==> config.mk <==
export PLATFORM = sky130hd
export DESIGN_NAME = instr_encoder
export DESIGN_NICKNAME = d
export VERILOG_FILES = /design/src/rtl/instr_encoder.sv
export SDC_FILE = /design/constraint.sdc
export NUM_CORES = 1
export LEC_CHECK = 0
export CORE_MARGIN = 2
export CORE_UTILIZATION = 35
export DETAILED_ROUTE_END_ITERATION = 7
export PLACE_DENSITY = 0.59
export SETUP_SLACK_MARGIN = 0.2
export SLEW_MARGIN = 5
export SYNTH_ARGS = -nofsm -noshare
export SYNTH_HDL_FRONTEND = slang
export SYNTH_SLANG_ARGS = --single-unit
export TNS_END_PERCENT = 100
==> constraint.sdc <==
create_clock -name clk -period 3.3 [get_ports clk]
set_input_delay 0.66 -clock clk [delete_from_list [all_inputs] [get_ports clk]]
set_output_delay 0.66 -clock clk [all_outputs]
set_load 0.01 [all_outputs]
==> src/rtl/instr_encoder.sv <==
`default_nettype none
// ============================================================================
// Module   : instr_encoder
// Brief    : Range-checks and encodes decoded fields into RV32 instruction
//            words, buffered in a small valid/ready output FIFO.
// Revision : 1.0
// ============================================================================
module instr_encoder #(
  parameter int FIFO_DEPTH = 4
) (
  input  logic                          clk,
  input  logic                          arst,
  input  logic                          in_valid,
  output logic                          in_ready,
  input  logic [2:0]                    in_kind,
  input  logic [4:0]                    in_rd,
  input  logic [4:0]                    in_rs1,
  input  logic [4:0]                    in_rs2,
  input  logic [2:0]                    in_funct3,
  input  logic [6:0]                    in_funct7,
  input  logic [31:0]                   in_imm,
  output logic                          out_valid,
  input  logic                          out_ready,
  output logic [31:0]                   out_instr,
  output logic [$clog2(FIFO_DEPTH):0]   fifo_level,
  output logic                          err_illegal,
  output logic                          err_range,
  output logic [15:0]                   instr_count
);

  localparam int PTR_W = $clog2(FIFO_DEPTH);
  localparam int LVL_W = PTR_W + 1;

  localparam logic [31:0]      C_NOP  = 32'h0000_0013;
  localparam logic [LVL_W-1:0] C_FULL = LVL_W'(FIFO_DEPTH);

  localparam logic [2:0] C_KIND_R     = 3'd0;
  localparam logic [2:0] C_KIND_I     = 3'd1;
  localparam logic [2:0] C_KIND_BEQ   = 3'd2;
  localparam logic [2:0] C_KIND_JAL   = 3'd3;
  localparam logic [2:0] C_KIND_LOAD  = 3'd4;
  localparam logic [2:0] C_KIND_STORE = 3'd5;

  localparam logic [6:0] C_OPC_R     = 7'b0110011;
  localparam logic [6:0] C_OPC_I     = 7'b0010011;
  localparam logic [6:0] C_OPC_LOAD  = 7'b0000011;
  localparam logic [6:0] C_OPC_STORE = 7'b0100011;
  localparam logic [6:0] C_OPC_BEQ   = 7'b1100011;
  localparam logic [6:0] C_OPC_JAL   = 7'b1101111;

  // ---------------------------------------------------------------------------
  // Immediate range checks and combinational encoding
  // ---------------------------------------------------------------------------
  logic signed [31:0] w_imm_s;
  logic               w_fits_12;
  logic               w_fits_b;
  logic               w_fits_j;

  assign w_imm_s   = $signed(in_imm);
  assign w_fits_12 = (w_imm_s >= -32'sd2048) && (w_imm_s <= 32'sd2047);
  assign w_fits_b  = (w_imm_s >= -32'sd4096) && (w_imm_s <= 32'sd4094) && !in_imm[0];
  assign w_fits_j  = (w_imm_s >= -32'sd1048576) && (w_imm_s <= 32'sd1048574) && !in_imm[0];

  logic [31:0] w_enc_word;
  logic        w_kind_ok;
  logic        w_imm_ok;

  always_comb begin
    w_enc_word = C_NOP;
    w_kind_ok  = 1'b1;
    w_imm_ok   = 1'b1;
    case (in_kind)
      C_KIND_R: begin
        w_enc_word = {in_funct7, in_rs2, in_rs1, in_funct3, in_rd, C_OPC_R};
      end
      C_KIND_I: begin
        w_enc_word = {in_imm[11:0], in_rs1, in_funct3, in_rd, C_OPC_I};
        w_imm_ok   = w_fits_12;
      end
      C_KIND_LOAD: begin
        w_enc_word = {in_imm[11:0], in_rs1, in_funct3, in_rd, C_OPC_LOAD};
        w_imm_ok   = w_fits_12;
      end
      C_KIND_STORE: begin
        w_enc_word = {in_imm[11:5], in_rs2, in_rs1, in_funct3, in_imm[4:0], C_OPC_STORE};
        w_imm_ok   = w_fits_12;
      end
      C_KIND_BEQ: begin
        w_enc_word = {in_imm[12], in_imm[10:5], in_rs2, in_rs1, 3'b000,
                      in_imm[4:1], in_imm[11], C_OPC_BEQ};
        w_imm_ok   = w_fits_b;
      end
      C_KIND_JAL: begin
        w_enc_word = {in_imm[20], in_imm[10:1], in_imm[11], in_imm[19:12],
                      in_rd, C_OPC_JAL};
        w_imm_ok   = w_fits_j;
      end
      default: begin
        w_kind_ok = 1'b0;
      end
    endcase
  end

  // ---------------------------------------------------------------------------
  // Handshakes and FIFO bookkeeping
  // ---------------------------------------------------------------------------
  logic [PTR_W-1:0] wr_ptr_q, wr_ptr_d;
  logic [PTR_W-1:0] rd_ptr_q, rd_ptr_d;
  logic [LVL_W-1:0] level_q, level_d;
  logic [15:0]      count_q, count_d;
  logic             err_ill_q, err_ill_d;
  logic             err_rng_q, err_rng_d;
  logic [31:0]      mem_q [FIFO_DEPTH];

  logic w_push;
  logic w_wr_en;
  logic w_pop;

  // Full blocks input even when a pop is pending the same cycle.
  assign in_ready  = (level_q != C_FULL);
  assign out_valid = (level_q != '0);
  assign w_push    = in_valid && in_ready;
  assign w_wr_en   = w_push && w_kind_ok && w_imm_ok;
  assign w_pop     = out_valid && out_ready;

  always_comb begin
    wr_ptr_d  = wr_ptr_q;
    rd_ptr_d  = rd_ptr_q;
    level_d   = level_q;
    count_d   = count_q;
    err_ill_d = w_push && !w_kind_ok;
    err_rng_d = w_push && w_kind_ok && !w_imm_ok;
    if (w_wr_en) begin
      wr_ptr_d = wr_ptr_q + PTR_W'(1);
    end
    if (w_pop) begin
      rd_ptr_d = rd_ptr_q + PTR_W'(1);
      count_d  = count_q + 16'd1;
    end
    case ({w_wr_en, w_pop})
      2'b10:   level_d = level_q + LVL_W'(1);
      2'b01:   level_d = level_q - LVL_W'(1);
      default: level_d = level_q;
    endcase
  end

  always_ff @(posedge clk or posedge arst) begin
    if (arst) begin
      wr_ptr_q  <= '0;
      rd_ptr_q  <= '0;
      level_q   <= '0;
      count_q   <= '0;
      err_ill_q <= 1'b0;
      err_rng_q <= 1'b0;
    end else begin
      wr_ptr_q  <= wr_ptr_d;
      rd_ptr_q  <= rd_ptr_d;
      level_q   <= level_d;
      count_q   <= count_d;
      err_ill_q <= err_ill_d;
      err_rng_q <= err_rng_d;
    end
  end

  // Storage needs no reset: the occupancy counter masks stale entries.
  always_ff @(posedge clk) begin
    if (w_wr_en) begin
      mem_q[wr_ptr_q] <= w_enc_word;
    end
  end

  assign out_instr   = out_valid ? mem_q[rd_ptr_q] : C_NOP;
  assign fifo_level  = level_q;
  assign err_illegal = err_ill_q;
  assign err_range   = err_rng_q;
  assign instr_count = count_q;

endmodule
`default_nettype wire

==> flow_summary.ini, run 1 <==
[final_layout]
final_core_utilization_pct = 48.5
area_delta_synth_final_pct = 35.8
antenna-diode-count = 0
final_layout_size_suffix_gt1_share_pct = 18.0
finish.net_count = 662
num-fill-cells = 1598
final_cell_mix = clkdlybuf4s50_1 (116), edfxtp_1 (116), nor2_1 (41)
layoutNonFillerInstCount = 830
final_cell_area_mm2 = 0.00875

[routing]
wl_met2_um = 7800
vias_per_instance = 5.16
drt-initial-drc-count = 282
post_drt_wl_per_cell_um = 19.1
via_count = 4285
drc = 0
wl_met3_um = 717
routed.top_layer = met4
final_antenna_net_count = 0
firstDrtPassIters = 5
wl_met1_um = 7140
routed_wirelength_um = 15800

[worst_hold_path]
timing.hold.worst.class = register to register
timing.hold.worst.start = instr_count[15]

[placed_design]
placed_area_mm2 = 0.00811
place.port_buffers = 116
placed_cells_incl_taps = 796
place_hpwl_um = 10900
preCtsSetupSlack_ns = -0.0973
place.gp.congestion = 0.770

[power]
internal-power_mw = 4.71
p_sw_mw = 1.84
power.combinational.fraction_pct = 36.0
power.share.switching_pct = 28.1
pwr-share-seq_pct = 35.0
total_power_mw = 6.55
max-vdd-ir-drop_mv = 0.391
power_frac_clock_pct = 29.0
total_leakage_power_nw = 3.13
power_per_cell_area_mw_per_mm2 = 748

[floorplanning]
floorplan.die.height_um = 140
floorplan.rows = 49
number_of_primary_i_o_pins = 119
floorplan.core_area_mm2 = 0.0180
die_w_um = 140
fp.dieArea_mm2 = 0.0195
initial_utilization_pct = 35.7

[worst_setup_path]
cp_cell_sequence = buf_12 > mux4_2 > nor2b_1 > clkdlybuf4s50_1
cp-end-kind = output port
critical_path.max_fanout = 18
r2r_start = fifo_level[2]
path_delay_family = buffers and inverters
path_buf_inv = 2
slowest_delay_ns = 0.56
crit_type = register to output port
critPathRequiredTime_ns = 2.64
worstSetupStartpointType = register
setup.reg_to_reg.worst_slack_ns = 1.04
critical_path.slowest_cell = mux4_2
worstSetupStartpoint = rd_ptr_q[0]
critPathArrivalTime_ns = 2.33

[synthesis]
synth_simple_gate_area_share_pct = 10.7
synth.lib_cells_used.distinct = 44
synth.yosys.warnings = 0
synth.area.mux_share_pct = 11.2
synth_top_family_by_area = multiplexers
synth_ff_type = edfxtp_1
combined_area_of_all_synthesized_cells_mm2 = 0.00644
synth.avg_cell_area_um2 = 14.6
synthesized_area_fraction_occupied_by_xor_and_xnor_cells_pct = 2.99
synth-compound-area-share_pct = 6.80
number_of_flops_mapped_to_enable_cells_by_yosys = 116
postSynthRegisterBits = 141
ys_seq_area_share_pct = 63.8
async_flop_share_pct = 17.7
synth_area_in_adders_pct = 2.06
postSynthCellCount = 442

[global_routing]
grt_pass1_vias = 4494
gr-usage-all-layers_pct = 17.0
grt_start_max_net_pins = 30
aggregate_global_routing_overflow = 0
grt_first_pass_wirelength_um = 24900
antenna_violations_before_repair = 0

[timing]
fin_skew_ns = 0.00551
slew-limit-headroom_pct = 56.2
slew_at_the_pin_closest_to_its_max_slew_limit_ns = 0.654
report.final.hold_viol_count = 0
period_needed_ns = 2.99
min_period_over_period_pct = 90.6
finalSetupTns_ns = 0
maxClockFrequency_ghz = 0.335
worst_slack_ns = 0.311
setup-violations-final = 0
rsz0062_at_grt = true
final.hold.worst_slack_ns = 0.474
finalMaxSlewViolations = 0

[clock_network]
cts_tree = done
clock_path_buffers = 2
post_cts_clock_slew_at_the_launch_and_capture_registers_of_the_worst_setup_and_hold_paths_ns = 0.05
cts-buffers-inserted = 17
h-tree-depth = 4
cts.sinks = 141
resize_count_post_cts = 0
worstSkewPairLatency_ns = 0.42
clk_root_buffer_cell = clkbuf_16

[status]
run_status = complete, no violations

[flow_run]
drv_cap = 0
==> worst reg2reg max path: cells and delay by family (launching register included) <==
| family | cells | cell delay, ns |
|---|---|---|
| AND/OR/NAND/NOR | 3 | 0.57 |
| flip-flops | 1 | 0.42 |
| buffers and inverters | 2 | 0.27 |
| adder cells (fa/ha/maj) | 2 | 0.64 |
| XOR/XNOR | 2 | 0.30 |
==> synthesized netlist by cell type, types with 2 or more instances <==
master    count  area (µm²)
edfxtp_1    116        3480
nor2_1       41         154
nor2b_1      40         250
mux4_2       29         653
dfrtp_1      25         626
a21oi_1      21         105
a22oi_1      16         120
clkbuf_1     15        56.3
xnor2_1      14         123
a211oi_1     12        90.1
inv_1        11        41.3
nand2_1      10        37.5
ha_1          9         113
nand4_1       9        56.3
nand3_1       8        40.0
xor2_1        8        70.1
a221oi_1      6        52.6
buf_2         5        25.0
nor4_1        5        31.3
and2_1        4        25.0
buf_1         4        15.0
nor3_1        4        20.0
buf_4         3        22.5
mux2i_1       3        30.0
o21ai_0       3        15.0
and3_1        2        12.5
mux2_2        2        22.5
==> cell type report <==
cell class	count	area (µm²)	area share [%]
Sequential cell	141	4110	47.0
Timing Repair Buffer	153	1510	17.3
Tap cell	229	287	3.27
Inverter	11	41.3	0.472
Clock buffer	29	596	6.81
Multi-Input combinational cell	264	2190	25.0
Clock inverter	3	15.0	0.172
==> per-layer routing <==
| layer | vias to the layer above | GRT usage, % |
|---|---|---|
| li1 | 1981 | - |
| met1 | 2159 | 22.3 |
| met2 | 130 | 27.7 |
| met3 | 15 | 4.16 |
| met4 | 0 | 5.68 |
| met5 | - | 0 |
==> what timing repair did <==
action / 4_1_cts / 5_1_grt
setup buffers: 2 / 0
hold buffers: 0 / 0
gates cloned: 0 / 0
endpoints found under the setup margin: 5 / 1
==> registers in the layout, indices dropped and copies added, names as in the netlist <==
name,flops
err_illegal,1
err_range,1
fifo_level,3
instr_count,16
mem_q,116
rd_ptr_q,2
wr_ptr_q,2
==> final timing paths <==
path,endpoint,depth (start not counted)
max,out_instr[20],4
min,instr_count[15],1
max reg2reg,fifo_level[2],9
min reg2reg,instr_count[15],1
max in group asynchronous,rd_ptr_q[0],3
min in group asynchronous,instr_count[6],3
==> power by group through the flow <==
stage	registers, mW	logic (mW)	clock network (mW)
6_report	2.29	2.35	1.90
3_5_place_dp	2.34	2.35	0
3_3_place_gp	2.33	2.33	0
2_1_floorplan	2.31	1.22	0
5_1_grt	2.32	2.54	2.02
4_1_cts	2.30	2.41	1.93
==> cells by family after synthesis <==
| logic type | after synthesis |
|---|---|
| flip-flops | 141 |
| AND/OR/NAND/NOR | 131 |
| adder cells (fa/ha/maj) | 10 |
| buffers and inverters | 38 |
| XOR/XNOR | 22 |
| multiplexers | 35 |
| AO/OA/AOI/OAI | 64 |
| other | 1 |
Note: power is estimated with default switching activity, not from simulation.
==> run 2: changes to the inputs <==
==> constraint.sdc (replaced) <==
create_clock -name clk -period 3.3 [get_ports clk]
set_input_delay 0.825 -clock clk [delete_from_list [all_inputs] [get_ports clk]]
set_output_delay 0.825 -clock clk [all_outputs]
set_load 0.01 [all_outputs]
==> run 2 against run 1 <==
Effect of this change:
- via count increased by 3.6%
- power increased by 0.70%
- register-to-register slack worse by 0.06 ns
- first-iteration DRC count is 17% higher
- cell count rose by 2.7%
- critical endpoint is now out_instr[10]
- largest cell class unchanged
- clock skew about the same
- sequential cell count stayed put
==> flow_summary.ini, run 2 (synthesis results as in run 1) <==
[power]
power_per_cell_area_mw_per_mm2 = 732
max-vdd-ir-drop_mv = 0.436
total_power_mw = 6.59
total_leakage_power_nw = 3.39

[floorplanning]
initial_utilization_pct = 35.7
floorplan.die.height_um = 140
number_of_primary_i_o_pins = 119
floorplan.core_area_mm2 = 0.0180
die_w_um = 140
floorplan.rows = 49
fp.dieArea_mm2 = 0.0195

[final_layout]
flip_flop_count_of_the_largest_register_all_copies_and_words_added = 116
final_cell_area_mm2 = 0.00901
num-fill-cells = 1583
final_layout_size_suffix_gt1_share_pct = 22.5
finish.net_count = 684
top_register = mem_q
final_cell_mix = edfxtp_1 (116), clkdlybuf4s50_1 (91), buf_4 (49)
layout.cells.most_common = edfxtp_1
final_core_utilization_pct = 50.0
area_delta_synth_final_pct = 39.8
antenna-diode-count = 0
layoutNonFillerInstCount = 852

[worst_hold_path]
holdPathStages = 1
holdPathEnd = instr_count[15]
timing.hold.worst.start = instr_count[15]
timing.hold.worst.class = register to register

[timing]
report.final.hold_viol_count = 0
rsz0062_at_grt = true
maxClockFrequency_ghz = 0.324
setup-violations-final = 0
period_needed_ns = 3.09
slew-limit-headroom_pct = 56.4
worst_slack_ns = 0.211
slew_at_the_pin_closest_to_its_max_slew_limit_ns = 0.650
finalMaxSlewViolations = 0
fin_skew_ns = 0.00579
min_period_over_period_pct = 93.6

[routing]
final_antenna_net_count = 0
vias_per_instance = 5.21
drt-initial-drc-count = 330
via_count = 4438
drc = 0
routed_wirelength_um = 16300
firstDrtPassIters = 6
post_drt_wl_per_cell_um = 19.1

[clock_network]
clk_root_buffer_cell = clkbuf_16
h-tree-depth = 4
cts-buffers-inserted = 17
cts.sinks = 141
post_cts_clock_slew_at_the_launch_and_capture_registers_of_the_worst_setup_and_hold_paths_ns = 0.06
post_cts_hold_buffer_count = 0
clock_path_buffers = 2
cts_tree = done
worstSkewPairLatency_ns = 0.43

[worst_setup_path]
rr_worst_depth = 9
setup.reg_to_reg.worst_slack_ns = 0.98
crit_type = register to output port
worstSetupStartpointType = register
slowest_delay_ns = 0.53
critical_path.max_fanout = 6
cp-end-kind = output port
r2r_start = fifo_level[0]
critPathRequiredTime_ns = 2.47
cp_cell_sequence = buf_4 > mux4_2 > nor2b_2 > clkdlybuf4s50_1
critPathArrivalTime_ns = 2.26
worst_r2r_endpoint = fifo_level[2]
critical_path.slowest_cell = dfrtp_4

[placed_design]
place_hpwl_um = 11400
place.port_buffers = 116
placed_cells_incl_taps = 813
preCtsSetupSlack_ns = -0.259
placed_area_mm2 = 0.00828
place.gp.congestion = 0.824

[global_routing]
antenna_violations_before_repair = 0
aggregate_global_routing_overflow = 0
grt_start_max_net_pins = 31
grt_first_pass_wirelength_um = 25400
grt_pass1_vias = 4680
gr-usage-all-layers_pct = 17.2

[flow_run]
drv_cap = 0

[status]
run_status = complete, no violations
## run 2: area by class of cell
type                    instances  area, µm²  area share, %
clock buffers                  17        425           4.72
well taps                     229        287           3.18
clock inverters                15        179           1.99
inverters                      11       41.3          0.458
repair buffers                175       1750           19.4
flip-flops and latches        141       4110           45.7
multi-input cells             264       2220           24.6
## run 2: per-layer routing
layer	share of wire [%]	routed length, µm	GRT usage, %	vias to the layer above
met5	0	0	0	-
met4	1.8	287	6.32	0
met3	6.4	1030	3.89	26
met2	51	8240	29.3	157
met1	41	6690	21.6	2238
li1	-	-	-	2017
## run 2: how the worst max path moves through the flow
stage,start,endpoint,slack [ns],depth (start not counted)
final,rd_ptr_q[0],out_instr[10],0.21,4
after detailed placement,in_imm[20],fifo_level[1],-0.26,11
after floorplan,in_kind[2],fifo_level[2],0.22,15
after global routing,rd_ptr_q[0],out_instr[10],0.14,4
after CTS,rd_ptr_q[0],out_instr[2],0.11,4
after global placement,in_imm[20],fifo_level[2],-0.19,13
## run 2: repair_timing
item | 4_1_cts | 5_1_grt
buffers inserted | 5 | 1
setup endpoints to repair | 27 | 19
resized for setup | 16 | 18
gates cloned | 1 | 0
pin swaps | 1 | 4
## run 2: power by group
| group | total (mW) | switching [mW] | internal [mW] |
|---|---|---|---|
| logic | 2.35 | 1.04 | 1.31 |
| clock network | 1.93 | 0.789 | 1.14 |
| registers | 2.31 | 0.154 | 2.16 |
## run 2: stage by stage
step	setup TNS [ns]	hold WS, ns
finish	0	0.476
global route	0	0.493
CTS	0	0.481
detailed placement	-12.54	0.473
global placement	-6.42	0.464
floorplan	0	0.507
## run 2: worst max-delay path, delay by kind of cell (launching register included)
family,cells,cell delay [ns]
AND/OR/NAND/NOR,1,0.18
buffers and inverters,2,0.66
multiplexers,1,0.48
flip-flops,1,0.53
